$ cat config.mk
export PLATFORM = sky130hd
export DESIGN_NAME = vga_slot_scheduler
export DESIGN_NICKNAME = d
export VERILOG_FILES = /design/src/rtl/vga_sched_pkg.sv /design/src/rtl/tick_edge_detect.sv /design/src/rtl/vga_slot_scheduler.sv
export SDC_FILE = /design/constraint.sdc
export NUM_CORES = 1
export LEC_CHECK = 0
export ABC_AREA = 1
export ABC_CLOCK_PERIOD_IN_PS = 4600
export CORE_UTILIZATION = 54
export CTS_BUF_LIST = sky130_fd_sc_hd__clkbuf_4
export DETAILED_ROUTE_END_ITERATION = 10
export PLACE_DENSITY = 0.83
export SYNTH_ARGS = -nofsm -noshare
export SYNTH_HDL_FRONTEND = slang
export SYNTH_SLANG_ARGS = --single-unit
$ cat constraint.sdc
create_clock -name clock -period 4.6 [get_ports clock]
set_clock_uncertainty 0.05 [all_clocks]
set_input_delay 0.92 -clock clock [delete_from_list [all_inputs] [get_ports clock]]
set_output_delay 0.92 -clock clock [all_outputs]
set_load 0.02 [all_outputs]
$ cat src/rtl/vga_sched_pkg.sv
// Shared types and default constants for the VGA slot scheduler.
package vga_sched_pkg;

  typedef enum logic [1:0] {
    S_IDLE,
    S_LOAD,
    S_SHOW
  } sched_state_t;

  localparam int DEFAULT_NUM_SLOTS = 4;
  localparam int DEFAULT_DWELL_SEC = 30;

endpackage

$ cat src/rtl/tick_edge_detect.sv
// Rising-edge detector for the level-type one-second timer output.
// rise_out is combinational from level_in and the registered previous level.
module tick_edge_detect (
  input  logic clock,
  input  logic reset,
  input  logic level_in,
  output logic rise_out
);

  logic tick_q;

  // Remember last cycle's level so a held-high level yields a single rise.
  always_ff @(posedge clock or negedge reset) begin
    if (!reset) begin
      tick_q <= 1'b0;
    end else begin
      tick_q <= level_in;
    end
  end

  assign rise_out = level_in & ~tick_q;

endmodule

$ cat src/rtl/vga_slot_scheduler.sv
// Steps the display through NUM_SLOTS image slots. Each slot is loaded into the
// frame buffer over a req/ack handshake, then shown for DWELL_SEC seconds
// counted on rising edges of sec_tick, then the next slot (with wrap) is loaded.
//
// Handshake (load_req/load_ack): load_req is the valid; load_ack is the ready.
// A transfer happens on a rising clock edge where load_req=1 and load_ack=1.
// While load_req=1, load_slot is stable. load_req only drops after a transfer
// or when the request is abandoned (enable=0 or reset); load_ack seen while
// load_req=0 has no effect.
module vga_slot_scheduler
  import vga_sched_pkg::*;
#(
  parameter  int NUM_SLOTS = DEFAULT_NUM_SLOTS,
  parameter  int DWELL_SEC = DEFAULT_DWELL_SEC,
  localparam int SLOT_W    = $clog2(NUM_SLOTS),
  localparam int CNT_W     = $clog2(DWELL_SEC + 1)
) (
  input  logic              clock,
  input  logic              reset,
  input  logic              enable,
  input  logic              sec_tick,
  input  logic              pause,
  input  logic              skip,
  input  logic              load_ack,
  output logic              load_req,
  output logic [SLOT_W-1:0] load_slot,
  output logic [SLOT_W-1:0] slot_sel,
  output logic [CNT_W-1:0]  sec_left,
  output logic              slot_done,
  output logic              busy,
  output logic [1:0]        state_dbg
);

  sched_state_t      state, state_n;
  logic              load_req_n, busy_n, slot_done_n;
  logic [SLOT_W-1:0] load_slot_n, slot_sel_n, next_slot;
  logic [CNT_W-1:0]  sec_left_n;
  logic              tick_edge;
  logic              count_en;
  logic              expire;

  tick_edge_detect u_tick_edge (
    .clock    (clock),
    .reset    (reset),
    .level_in (sec_tick),
    .rise_out (tick_edge)
  );

  // Successor of the displayed slot, wrapping after the last one.
  always_comb begin
    next_slot = slot_sel + SLOT_W'(1);
    if (slot_sel == SLOT_W'(NUM_SLOTS - 1)) begin
      next_slot = '0;
    end
  end

  assign count_en  = tick_edge & ~pause;
  assign expire    = count_en && (sec_left == CNT_W'(1));
  assign state_dbg = state;

  // Next-state and next-output logic; everything holds unless a branch changes it.
  always_comb begin
    state_n     = state;
    load_req_n  = load_req;
    busy_n      = busy;
    load_slot_n = load_slot;
    slot_sel_n  = slot_sel;
    sec_left_n  = sec_left;
    slot_done_n = 1'b0;
    case (state)
      S_IDLE: begin
        if (enable) begin
          state_n     = S_LOAD;
          load_req_n  = 1'b1;
          busy_n      = 1'b1;
          load_slot_n = slot_sel;
        end
      end
      S_LOAD: begin
        // Abandoning the request wins over a simultaneous ack.
        if (!enable) begin
          state_n    = S_IDLE;
          load_req_n = 1'b0;
          busy_n     = 1'b0;
        end else if (load_ack && load_req) begin
          state_n    = S_SHOW;
          load_req_n = 1'b0;
          busy_n     = 1'b0;
          slot_sel_n = load_slot;
          sec_left_n = CNT_W'(DWELL_SEC);
        end
      end
      S_SHOW: begin
        if (!enable) begin
          state_n    = S_IDLE;
          sec_left_n = '0;
        end else if (expire || skip) begin
          // Expiry and skip together advance once; slot_done follows expiry only.
          state_n     = S_LOAD;
          load_req_n  = 1'b1;
          busy_n      = 1'b1;
          load_slot_n = next_slot;
          sec_left_n  = '0;
          slot_done_n = expire;
        end else if (count_en && (sec_left > CNT_W'(1))) begin
          sec_left_n = sec_left - CNT_W'(1);
        end
      end
      default: begin
        state_n    = S_IDLE;
        load_req_n = 1'b0;
        busy_n     = 1'b0;
        sec_left_n = '0;
      end
    endcase
  end

  // State and registered outputs; async reset clears everything, dropping load_req at once.
  always_ff @(posedge clock or negedge reset) begin
    if (!reset) begin
      state     <= S_IDLE;
      load_req  <= 1'b0;
      busy      <= 1'b0;
      load_slot <= '0;
      slot_sel  <= '0;
      sec_left  <= '0;
      slot_done <= 1'b0;
    end else begin
      state     <= state_n;
      load_req  <= load_req_n;
      busy      <= busy_n;
      load_slot <= load_slot_n;
      slot_sel  <= slot_sel_n;
      sec_left  <= sec_left_n;
      slot_done <= slot_done_n;
    end
  end

endmodule

==> results_tabular.tex, run 1 <==
\begin{tabular}{lr}
\hline
Metric & Value \\
\hline
\multicolumn{2}{l}{\textbf{Outcome}} \\
Status & complete, but fails checks \\
Violations in the final reports & design-rule violations \\
\multicolumn{2}{l}{\textbf{Yosys}} \\
Area contributors post-synth & sky130\_fd\_sc\_hd\_\_dfrtp\_1 (37\%), sky130\_fd\_sc\_hd\_\_nand2\_1 (14\%), sky130\_fd\_sc\_hd\_\_ha\_1 (9.2\%), sky130\_fd\_sc\_hd\_\_inv\_1 (5.9\%), sky130\_fd\_sc\_hd\_\_nand3\_1 (4.7\%) \\
Main synth FF type & sky130\_fd\_sc\_hd\_\_dfrtp\_1 \\
Number of register bits inferred by synthesis & 14 \\
Count of flip-flops with a built-in enable after synthesis & 0 \\
Number of library cell types mapped by synthesis & 23 \\
Synthesized net count & 134 \\
Post-synthesis instance area & 949.7 sq um \\
Number of instances in the synthesized netlist & 120 \\
Seq/Total Area, Yosys & 0.3689 \\
Synth top area share & 0.3689 \\
Syn\_area\_per\_cell & 7.914 sq um \\
Largest area contributor in the synthesized netlist & sky130\_fd\_sc\_hd\_\_dfrtp\_1 \\
Warning count from the yosys run & 0 \\
Post-synth ARST share & 1.000 \\
\multicolumn{2}{l}{\textbf{Power}} \\
Total power draw & 0.6721 mW \\
Internal power of the cells & 0.3587 mW \\
Leak pwr & 0.5880 nW \\
Switching power of the nets & 0.3134 mW \\
Switch share & 0.4663 \\
Largest voltage drop on the vdd net & 0.4052 mV \\
Combinational cell fraction of total power & 0.606 \\
Power per standard cell area & 565.4 mW/mm\^{}2 \\
Sequential power share & 0.290 \\
Clock share of power & 0.104 \\
\multicolumn{2}{l}{\textbf{Global routing}} \\
First-pass GRT wire length & 3394 um \\
Via count of the first global-routing pass & 830 \\
Total gr overflow & 0 \\
Initial antenna violation count & 0 \\
Overall global routing resource usage & 0.2383 \\
Maximum number of pins on one net before global-route repair & 15 \\
\multicolumn{2}{l}{\textbf{Route}} \\
Total length of routed wires & 2000 um \\
Top layer reached by signal wires & met4 \\
Met2 WL post-DR & 1000 um \\
Iter 0 DRT Violations & 30 \\
Number of detailed-route iterations in the first pass & 7 \\
Vias per Instance & 5.509 \\
Wire length the detailed router placed on met1 & 856 um \\
Vias post-DR & 876 \\
Routed length on met3 & 119 um \\
Wire per inst & 12.58 um \\
Final routed DRC violation total & 2 \\
Final ANT Viol Nets & 0 \\
\multicolumn{2}{l}{\textbf{Timing}} \\
Final Hold Viols & 0 \\
Post-Route Setup TNS & 0 ns \\
Pins over their slew limit & 0 \\
Share of the clock period used by the worst path after layout & 0.5091 \\
Time the worst path needs with I/O delays and setup & 2.342 ns \\
RSZ-0062 raised after global routing & false \\
Fmax & 427.0 MHz \\
Least-Margin Pin Slew & 0.6375 ns \\
Max transition margin & 0.5737 \\
Worst hold-check slack & 0.4693 ns \\
Setup violation total in the final timing report & 0 \\
\multicolumn{2}{l}{\textbf{Job}} \\
Number of max-cap violations & 0 \\
\multicolumn{2}{l}{\textbf{Cells and area}} \\
Share of post-route cells with drive strength above 1 & 0.09790 \\
Number of inserted filler cells in the final layout & 123 \\
Most common cell after layout, fill and taps aside & sky130\_fd\_sc\_hd\_\_nand2\_1 \\
Area growth from synthesis to layout & 25.16\% \\
Ant. Diodes & 0 \\
Combined flip-flop and latch cell area & 350.3 sq um \\
Final nets & 158 \\
Most frequent cells in the layout & sky130\_fd\_sc\_hd\_\_nand2\_1 (35), sky130\_fd\_sc\_hd\_\_clkdlybuf4s50\_1 (20), sky130\_fd\_sc\_hd\_\_inv\_1 (15) \\
Area taken by multi-input logic gates & 528.0 sq um \\
\multicolumn{2}{l}{\textbf{Clocking}} \\
Post-CTS Setup Repair Bufs & 0 \\
Clk sinks & 14 \\
Buffer type at the clock tree root & sky130\_fd\_sc\_hd\_\_clkbuf\_4 \\
Number of levels in the clock H-tree & 1 \\
Buffers from clock root to sink, at most & 2 \\
CTS tree & done \\
Post-CTS sizing & 0 \\
Clock-pin slew of the registers on the worst-case setup and hold paths & 0.09 ns \\
Clock latency of the later-clocked register in the worst-skew pair & 0.28 ns \\
Number of hold buffers added after CTS & 0 \\
Number of buffers created by CTS & 3 \\
\multicolumn{2}{l}{\textbf{Floorplanning}} \\
Initial cell density of the core & 0.6024 \\
Ports placed on the boundary & 21 \\
Chip width & 43.94 um \\
Total die area & 0.001930 sq mm \\
Placeable core area & 0.001577 sq mm \\
Height of the die & 43.94 um \\
Number of core rows & 14 \\
\multicolumn{2}{l}{\textbf{Placement}} \\
Post-detail-place hpwl & 1576 um \\
Final weighted congestion in routability-driven placement & 0.8575 \\
Count of port buffers added during placement & 20 \\
\multicolumn{2}{l}{\textbf{Critical path}} \\
Cell with the biggest individual delay on the critical path & sky130\_fd\_sc\_hd\_\_clkdlybuf4s50\_1 \\
Critical path required time & 3.63 ns \\
Startpoint kind of the worst setup timing path & flip-flop \\
Worst stage delay on the critical path & 0.64 ns \\
Delay-heaviest family, CP & buffers and inverters \\
Buffers and inverters on the worst path & 1 \\
Arrival @ worst endpoint & 1.37 ns \\
CP endpoint kind & output port \\
Crit path cell chain & clkdlybuf4s50\_1 \\
Type of the setup path with the least slack & flip-flop to output port \\
Critical path peak fanout & 6 \\
\multicolumn{2}{l}{\textbf{Hold path}} \\
Hold Crit Class & flip-flop to flip-flop \\
\hline
\end{tabular}
power groups by stage:
stage	clock network [mW]	registers (mW)	logic (mW)
2_1_floorplan	0	0.226	0.247
3_3_place_gp	0	0.195	0.394
3_5_place_dp	0	0.197	0.408
4_1_cts	0.0704	0.195	0.411
5_1_grt	0.0765	0.200	0.455
6_report	0.0698	0.195	0.407
synthesized netlist by cell type, types with 2 or more instances:
master	count
sky130_fd_sc_hd__nor2_2	2
sky130_fd_sc_hd__dfrtp_1	14
sky130_fd_sc_hd__nand2_1	35
sky130_fd_sc_hd__ha_1	7
sky130_fd_sc_hd__o21ai_0	3
sky130_fd_sc_hd__o21ai_1	9
sky130_fd_sc_hd__nand3_1	9
sky130_fd_sc_hd__nor2_1	7
sky130_fd_sc_hd__mux2_2	2
sky130_fd_sc_hd__inv_1	15
sky130_fd_sc_hd__nand4_1	5
worst paths after layout:
path | startpoint | end | slack, ns | depth (start not counted)
worst max-delay path | sec_left[2] | sec_left[2] | 2.26 | 1
worst min-delay path | load_slot[0] | load_slot[0] | 0.47 | 2
worst max register to register | state_dbg[0] | state_dbg[0] | 2.82 | 8
worst min register to register | load_slot[0] | load_slot[0] | 0.47 | 2
max in group asynchronous | reset | sec_left[3] | 3.10 | 1
min in group asynchronous | reset | load_slot[1] | 0.98 | 1
per-layer routing:
layer,up-vias,GRT usage
li1,437,-
met1,399,0.3120
met2,36,0.4119
met3,4,0.02500
met4,0,0.07879
met5,-,0
through the flow:
step | util | area, sq um | std cells | setup WS (ns)
detailed placement | 0.7373 | 1162 | 155 | 2.147
CTS | 0.7540 | 1189 | 159 | 2.259
floorplan | - | 949.7 | 120 | 2.853
global placement | 0.7373 | 1162 | 155 | 2.246
finish | 0.7540 | 1189 | 159 | 2.258
global route | 0.7540 | 1189 | 159 | 2.219
cell families (layout without fill, tap and decap cells):
| logic type | after synthesis | in the layout | share of synthesized area |
|---|---|---|---|
| multiplexers | 3 | 3 | 0.03425 |
| buffers and inverters | 18 | 41 | 0.07509 |
| XOR/XNOR | 1 | 1 | 0.009224 |
| adder cells (fa/ha/maj) | 7 | 7 | 0.09222 |
| AO/OA/AOI/OAI | 14 | 14 | 0.09091 |
| AND/OR/NAND/NOR | 63 | 63 | 0.3294 |
| flip-flops | 14 | 14 | 0.3689 |
registers in the layout, indices dropped and copies added, names as in the netlist:
| name | count |
|---|---|
| busy | 1 |
| load_slot | 2 |
| sec_left | 5 |
| slot_done | 1 |
| slot_sel | 2 |
| state_dbg | 2 |
| u_tick_edge.tick_q | 1 |
cell type report:
type,instances,share of cell area
Clock buffer,3,0.01895
Inverter,17,0.05368
Timing Repair Buffer,20,0.1684
Clock inverter,1,0.003158
Sequential cell,14,0.2947
Tap cell,16,0.01684
Multi-Input combinational cell,88,0.4442
Power figures use the tool's default switching activity.
==> inputs of run 2 (changes only) <==
Settings changed: ABC_CLOCK_PERIOD_IN_PS 4600 to 2190, CORE_UTILIZATION 54 to 51, PLACE_DENSITY 0.83 to 0.79.
Clock period 4.6 ns to 2.19 ns, I/O delays scaled along.
==> results_tabular.tex, run 2 (synthesis gave the netlist of run 1 again) <==
\begin{tabular}{lr}
\hline
Metric & Value \\
\hline
\multicolumn{2}{l}{\textbf{Power}} \\
Sequential power share & 0.288 \\
Combinational cell fraction of total power & 0.603 \\
Largest voltage drop on the vdd net & 0.7706 mV \\
Clock share of power & 0.109 \\
Internal power of the cells & 0.7522 mW \\
Power per standard cell area & 1181 mW/mm\^{}2 \\
Leak pwr & 0.5880 nW \\
Switch share & 0.4692 \\
Switching power of the nets & 0.6649 mW \\
\multicolumn{2}{l}{\textbf{Floorplanning}} \\
Placeable core area & 0.001727 sq mm \\
Initial cell density of the core & 0.5500 \\
Number of core rows & 15 \\
Total die area & 0.002039 sq mm \\
Height of the die & 45.15 um \\
Chip width & 45.15 um \\
Ports placed on the boundary & 21 \\
\multicolumn{2}{l}{\textbf{Timing}} \\
Setup violation total in the final timing report & 0 \\
Final Hold Viols & 0 \\
RSZ-0062 raised after global routing & false \\
Post-Route Setup TNS & 0 ns \\
Least-Margin Pin Slew & 0.6250 ns \\
Pins over their slew limit & 0 \\
Share of the clock period used by the worst path after layout & 0.8618 \\
Fmax & 529.9 MHz \\
Worst path setup slack after routing & 0.3027 ns \\
Time the worst path needs with I/O delays and setup & 1.887 ns \\
Max transition margin & 0.5820 \\
\multicolumn{2}{l}{\textbf{Placement}} \\
Worst-case setup slack after placement & 0.2352 ns \\
Final weighted congestion in routability-driven placement & 0.8661 \\
Count of port buffers added during placement & 20 \\
Post-detail-place hpwl & 1477 um \\
\multicolumn{2}{l}{\textbf{Route}} \\
Final ANT Viol Nets & 0 \\
Final routed DRC violation total & 0 \\
Wire per inst & 11.60 um \\
Vias per Instance & 5.030 \\
Total length of routed wires & 1949 um \\
Vias post-DR & 845 \\
Number of detailed-route iterations in the first pass & 4 \\
Iter 0 DRT Violations & 13 \\
\multicolumn{2}{l}{\textbf{Critical path}} \\
Arrival @ worst endpoint & 1.40 ns \\
Cell with the biggest individual delay on the critical path & sky130\_fd\_sc\_hd\_\_clkdlybuf4s50\_1 \\
Delay-heaviest family, CP & buffers and inverters \\
Critical path required time & 1.70 ns \\
CP endpoint kind & output port \\
Number of logic stages on the critical path including buffering & 1 \\
Buffers and inverters on the worst path & 1 \\
Critical path endpoint & sec\_left[2] \\
Startpoint of the most critical setup path & sec\_left[2] \\
Type of the setup path with the least slack & flip-flop to output port \\
Startpoint of the lowest-slack register-to-register path & state\_dbg[0] \\
Critical path peak fanout & 6 \\
Flop2flop setup slack & 0.44 ns \\
Crit path cell chain & clkdlybuf4s50\_1 \\
Worst stage delay on the critical path & 0.64 ns \\
RR Endpoint & state\_dbg[0] \\
R2r worst-path depth & 8 \\
Startpoint kind of the worst setup timing path & flip-flop \\
\multicolumn{2}{l}{\textbf{Job}} \\
Number of max-cap violations & 0 \\
\multicolumn{2}{l}{\textbf{Clocking}} \\
Clock latency of the later-clocked register in the worst-skew pair & 0.29 ns \\
Number of buffers created by CTS & 3 \\
Post-CTS Setup Repair Bufs & 0 \\
Number of hold buffers added after CTS & 0 \\
Buffers from clock root to sink, at most & 2 \\
Number of levels in the clock H-tree & 1 \\
Post-CTS sizing & 0 \\
Clock-pin slew of the registers on the worst-case setup and hold paths & 0.08 ns \\
CTS tree & done \\
Clk sinks & 14 \\
Buffer type at the clock tree root & sky130\_fd\_sc\_hd\_\_clkbuf\_4 \\
\multicolumn{2}{l}{\textbf{Global routing}} \\
Total gr overflow & 0 \\
Via count of the first global-routing pass & 795 \\
Maximum number of pins on one net before global-route repair & 15 \\
Initial antenna violation count & 0 \\
Overall global routing resource usage & 0.2284 \\
First-pass GRT wire length & 3243 um \\
\multicolumn{2}{l}{\textbf{Cells and area}} \\
Largest register by flop count & sec\_left \\
Final nets & 158 \\
Most common cell after layout, fill and taps aside & sky130\_fd\_sc\_hd\_\_nand2\_1 \\
Area growth from synthesis to layout & 26.35\% \\
Share of post-route cells with drive strength above 1 & 0.09790 \\
Most frequent cells in the layout & sky130\_fd\_sc\_hd\_\_nand2\_1 (35), sky130\_fd\_sc\_hd\_\_clkdlybuf4s50\_1 (20), sky130\_fd\_sc\_hd\_\_inv\_1 (15) \\
Ant. Diodes & 0 \\
Flip-flop count of the largest register, all copies and words added & 5 \\
Number of inserted filler cells in the final layout & 151 \\
\multicolumn{2}{l}{\textbf{Hold path}} \\
Hold Crit Class & input port to async pin \\
\multicolumn{2}{l}{\textbf{Outcome}} \\
Status & complete, no violations \\
\hline
\end{tabular}
[run 2: cell counts in the layout (fill, tap and decap cells not counted)]
Identical to the previous run, type by type.
[run 2: routing by layer]
metal  vias to the layer above  track usage  routed length (um)
met5                         -            0                   0
met4                         0       0.1091                  40
li1                        436            -                   -
met1                       388       0.2551                 846
met2                        16       0.4145                 995
met3                         5      0.04000                  67
[run 2: worst min path at each step]
| stage | slack, ns | endpoint | startpoint | cells after the start |
|---|---|---|---|---|
| 2_1_floorplan | 0.09 | busy | reset | 0 |
| 3_5_place_dp | 0.47 | load_slot[1] | load_slot[1] | 2 |
| 5_1_grt | 0.53 | slot_done | reset | 1 |
| 4_1_cts | 0.49 | load_slot[0] | load_slot[0] | 2 |
| 3_3_place_gp | 0.45 | load_slot[0] | load_slot[0] | 2 |
| 6_report | 0.48 | sec_left[1] | reset | 1 |
[run 2: cell type report]
class | instances | area (sq um) | area share
clock inverter | 1 | 3.754 | 0.003128
clock buffer | 3 | 22.52 | 0.01877
multi-input combinational | 88 | 528.0 | 0.4400
sequential | 14 | 350.3 | 0.2920
tap | 25 | 31.28 | 0.02607
inverter | 17 | 63.81 | 0.05318
timing repair buffer | 20 | 200.2 | 0.1668
[run 2: power groups by stage]
stage               Combinational, mW  Clock, mW  Sequential, mW
finish                          0.855      0.154           0.409
global route                    0.946      0.166           0.420
CTS                             0.861      0.149           0.409
detailed placement              0.843          0           0.411
global placement                0.825          0           0.408
floorplan                       0.519          0           0.474
[run 2: stage by stage]
stage          power, mW  std cells  utilization  instance area (sq um)  hold WS, ns
2_1_floorplan     0.9931        120            -                  949.7      0.09241
3_3_place_gp       1.233        164       0.6797                   1174       0.4526
5_1_grt            1.532        168       0.6949                   1200       0.5316
6_report           1.417        168       0.6949                   1200       0.4841
3_5_place_dp       1.253        164       0.6797                   1174       0.4651
4_1_cts            1.419        168       0.6949                   1200       0.4949
==> inputs of run 3 (changes only) <==
Settings changed: CORE_UTILIZATION 51 to 49, PLACE_DENSITY 0.79 to 0.76.
==> results_tabular.tex, run 3 (synthesis gave the netlist of run 1 again) <==
\begin{tabular}{lr}
\hline
Metric & Value \\
\hline
\multicolumn{2}{l}{\textbf{Clocking}} \\
Number of hold buffers added after CTS & 0 \\
Buffers from clock root to sink, at most & 2 \\
Clk sinks & 14 \\
Buffer type at the clock tree root & sky130\_fd\_sc\_hd\_\_clkbuf\_4 \\
Clock-pin slew of the registers on the worst-case setup and hold paths & 0.09 ns \\
Number of levels in the clock H-tree & 1 \\
Number of buffers created by CTS & 3 \\
Post-CTS Setup Repair Bufs & 0 \\
Clock latency of the later-clocked register in the worst-skew pair & 0.29 ns \\
Post-CTS sizing & 0 \\
CTS tree & done \\
\multicolumn{2}{l}{\textbf{Route}} \\
Vias per Instance & 5.065 \\
Final ANT Viol Nets & 0 \\
Final routed DRC violation total & 0 \\
Number of detailed-route iterations in the first pass & 4 \\
Iter 0 DRT Violations & 6 \\
Vias post-DR & 851 \\
Total length of routed wires & 1982 um \\
Wire per inst & 11.80 um \\
\multicolumn{2}{l}{\textbf{Critical path}} \\
Buffers and inverters on the worst path & 1 \\
Arrival @ worst endpoint & 1.42 ns \\
Critical path required time & 1.70 ns \\
Type of the setup path with the least slack & flip-flop to output port \\
Worst stage delay on the critical path & 0.65 ns \\
Crit path cell chain & clkdlybuf4s50\_1 \\
Delay-heaviest family, CP & buffers and inverters \\
Critical path peak fanout & 6 \\
Startpoint kind of the worst setup timing path & flip-flop \\
CP endpoint kind & output port \\
Cell with the biggest individual delay on the critical path & sky130\_fd\_sc\_hd\_\_clkdlybuf4s50\_1 \\
\multicolumn{2}{l}{\textbf{Power}} \\
Power per standard cell area & 1179 mW/mm\^{}2 \\
Largest voltage drop on the vdd net & 0.8536 mV \\
Clock share of power & 0.111 \\
Combinational cell fraction of total power & 0.600 \\
Leak pwr & 0.5880 nW \\
Switch share & 0.4682 \\
Sequential power share & 0.289 \\
Switching power of the nets & 0.6626 mW \\
Internal power of the cells & 0.7525 mW \\
Total power draw & 1.415 mW \\
\multicolumn{2}{l}{\textbf{Placement}} \\
Final weighted congestion in routability-driven placement & 0.8774 \\
Count of port buffers added during placement & 20 \\
Placement Cell Area & 0.001174 sq mm \\
Worst-case setup slack after placement & 0.2136 ns \\
\# placed instances & 164 \\
Post-detail-place hpwl & 1511 um \\
\multicolumn{2}{l}{\textbf{Timing}} \\
Time the worst path needs with I/O delays and setup & 1.911 ns \\
Max transition margin & 0.5788 \\
Pins over their slew limit & 0 \\
Fmax & 523.3 MHz \\
RSZ-0062 raised after global routing & false \\
Final Hold Viols & 0 \\
Post-Route Setup TNS & 0 ns \\
Least-Margin Pin Slew & 0.6298 ns \\
Worst path setup slack after routing & 0.2791 ns \\
Setup violation total in the final timing report & 0 \\
Share of the clock period used by the worst path after layout & 0.8725 \\
\multicolumn{2}{l}{\textbf{Cells and area}} \\
Area growth from synthesis to layout & 26.35\% \\
Flip-flop count of the largest register, all copies and words added & 5 \\
Number of inserted filler cells in the final layout & 170 \\
Final std cells w/o fill & 168 \\
Share of post-route cells with drive strength above 1 & 0.09790 \\
Ant. Diodes & 0 \\
Final nets & 158 \\
Final std cell area, no fill & 0.001200 sq mm \\
Largest register by flop count & sec\_left \\
Most common cell after layout, fill and taps aside & sky130\_fd\_sc\_hd\_\_nand2\_1 \\
Most frequent cells in the layout & sky130\_fd\_sc\_hd\_\_nand2\_1 (35), sky130\_fd\_sc\_hd\_\_clkdlybuf4s50\_1 (20), sky130\_fd\_sc\_hd\_\_inv\_1 (15) \\
\multicolumn{2}{l}{\textbf{Floorplanning}} \\
Ports placed on the boundary & 21 \\
Placeable core area & 0.001764 sq mm \\
Initial cell density of the core & 0.5383 \\
Chip width & 46.03 um \\
Number of core rows & 15 \\
Total die area & 0.002118 sq mm \\
Height of the die & 46.03 um \\
\multicolumn{2}{l}{\textbf{Global routing}} \\
First-pass GRT wire length & 3415 um \\
Maximum number of pins on one net before global-route repair & 15 \\
Via count of the first global-routing pass & 774 \\
Total gr overflow & 0 \\
Overall global routing resource usage & 0.2339 \\
Initial antenna violation count & 0 \\
\multicolumn{2}{l}{\textbf{Hold path}} \\
Hold Crit Class & input port to async pin \\
\multicolumn{2}{l}{\textbf{Outcome}} \\
Status & complete, no violations \\
\multicolumn{2}{l}{\textbf{Job}} \\
Number of max-cap violations & 0 \\
\hline
\end{tabular}
## run 3: cell counts in the layout (fill, tap and decap cells not counted)
Identical to the previous run, type by type.
## run 3: path summary, 6_finish.rpt
| check | from | depth (start not counted) | slack (ns) | end |
|---|---|---|---|---|
| setup / recovery | sec_left[2] | 1 | 0.28 | sec_left[2] |
| hold / removal | reset | 1 | 0.48 | load_slot[1] |
| setup reg to reg | state_dbg[0] | 8 | 0.40 | state_dbg[1] |
| hold reg to reg | load_slot[0] | 2 | 0.48 | load_slot[0] |
| max in group asynchronous | reset | 1 | 1.20 | sec_left[3] |
| min in group clock | load_slot[0] | 2 | 0.48 | load_slot[0] |
## run 3: through the flow
stage                       util  hold WS [ns]
after floorplan                -       0.09241
after global placement    0.6652        0.4579
after detailed placement  0.6652        0.4628
after CTS                 0.6801        0.4848
after global routing      0.6801        0.5268
final                     0.6801        0.4800
## run 3: final cells by class
| type | count | area, sq um | area share |
|---|---|---|---|
| flip-flops and latches | 14 | 350.3 | 0.2920 |
| clock buffers | 3 | 22.52 | 0.01877 |
| well taps | 25 | 31.28 | 0.02607 |
| repair buffers | 20 | 200.2 | 0.1668 |
| multi-input cells | 88 | 528.0 | 0.4400 |
| inverters | 17 | 63.81 | 0.05318 |
| clock inverters | 1 | 3.754 | 0.003128 |
## run 3: per-layer routing
metal,track usage,share of wire,up-vias
met2,0.3831,0.48,26
met3,0.05952,0.054,4
met5,0,0,-
li1,-,-,434
met1,0.3010,0.46,387
met4,0.07059,0.0076,0
## run 3: power groups by stage
stage	logic (mW)	clock network, mW	registers [mW]
floorplan	0.519	0	0.474
global placement	0.825	0	0.410
detailed placement	0.851	0	0.412
CTS	0.851	0.162	0.409
global route	0.956	0.174	0.421
finish	0.850	0.157	0.409
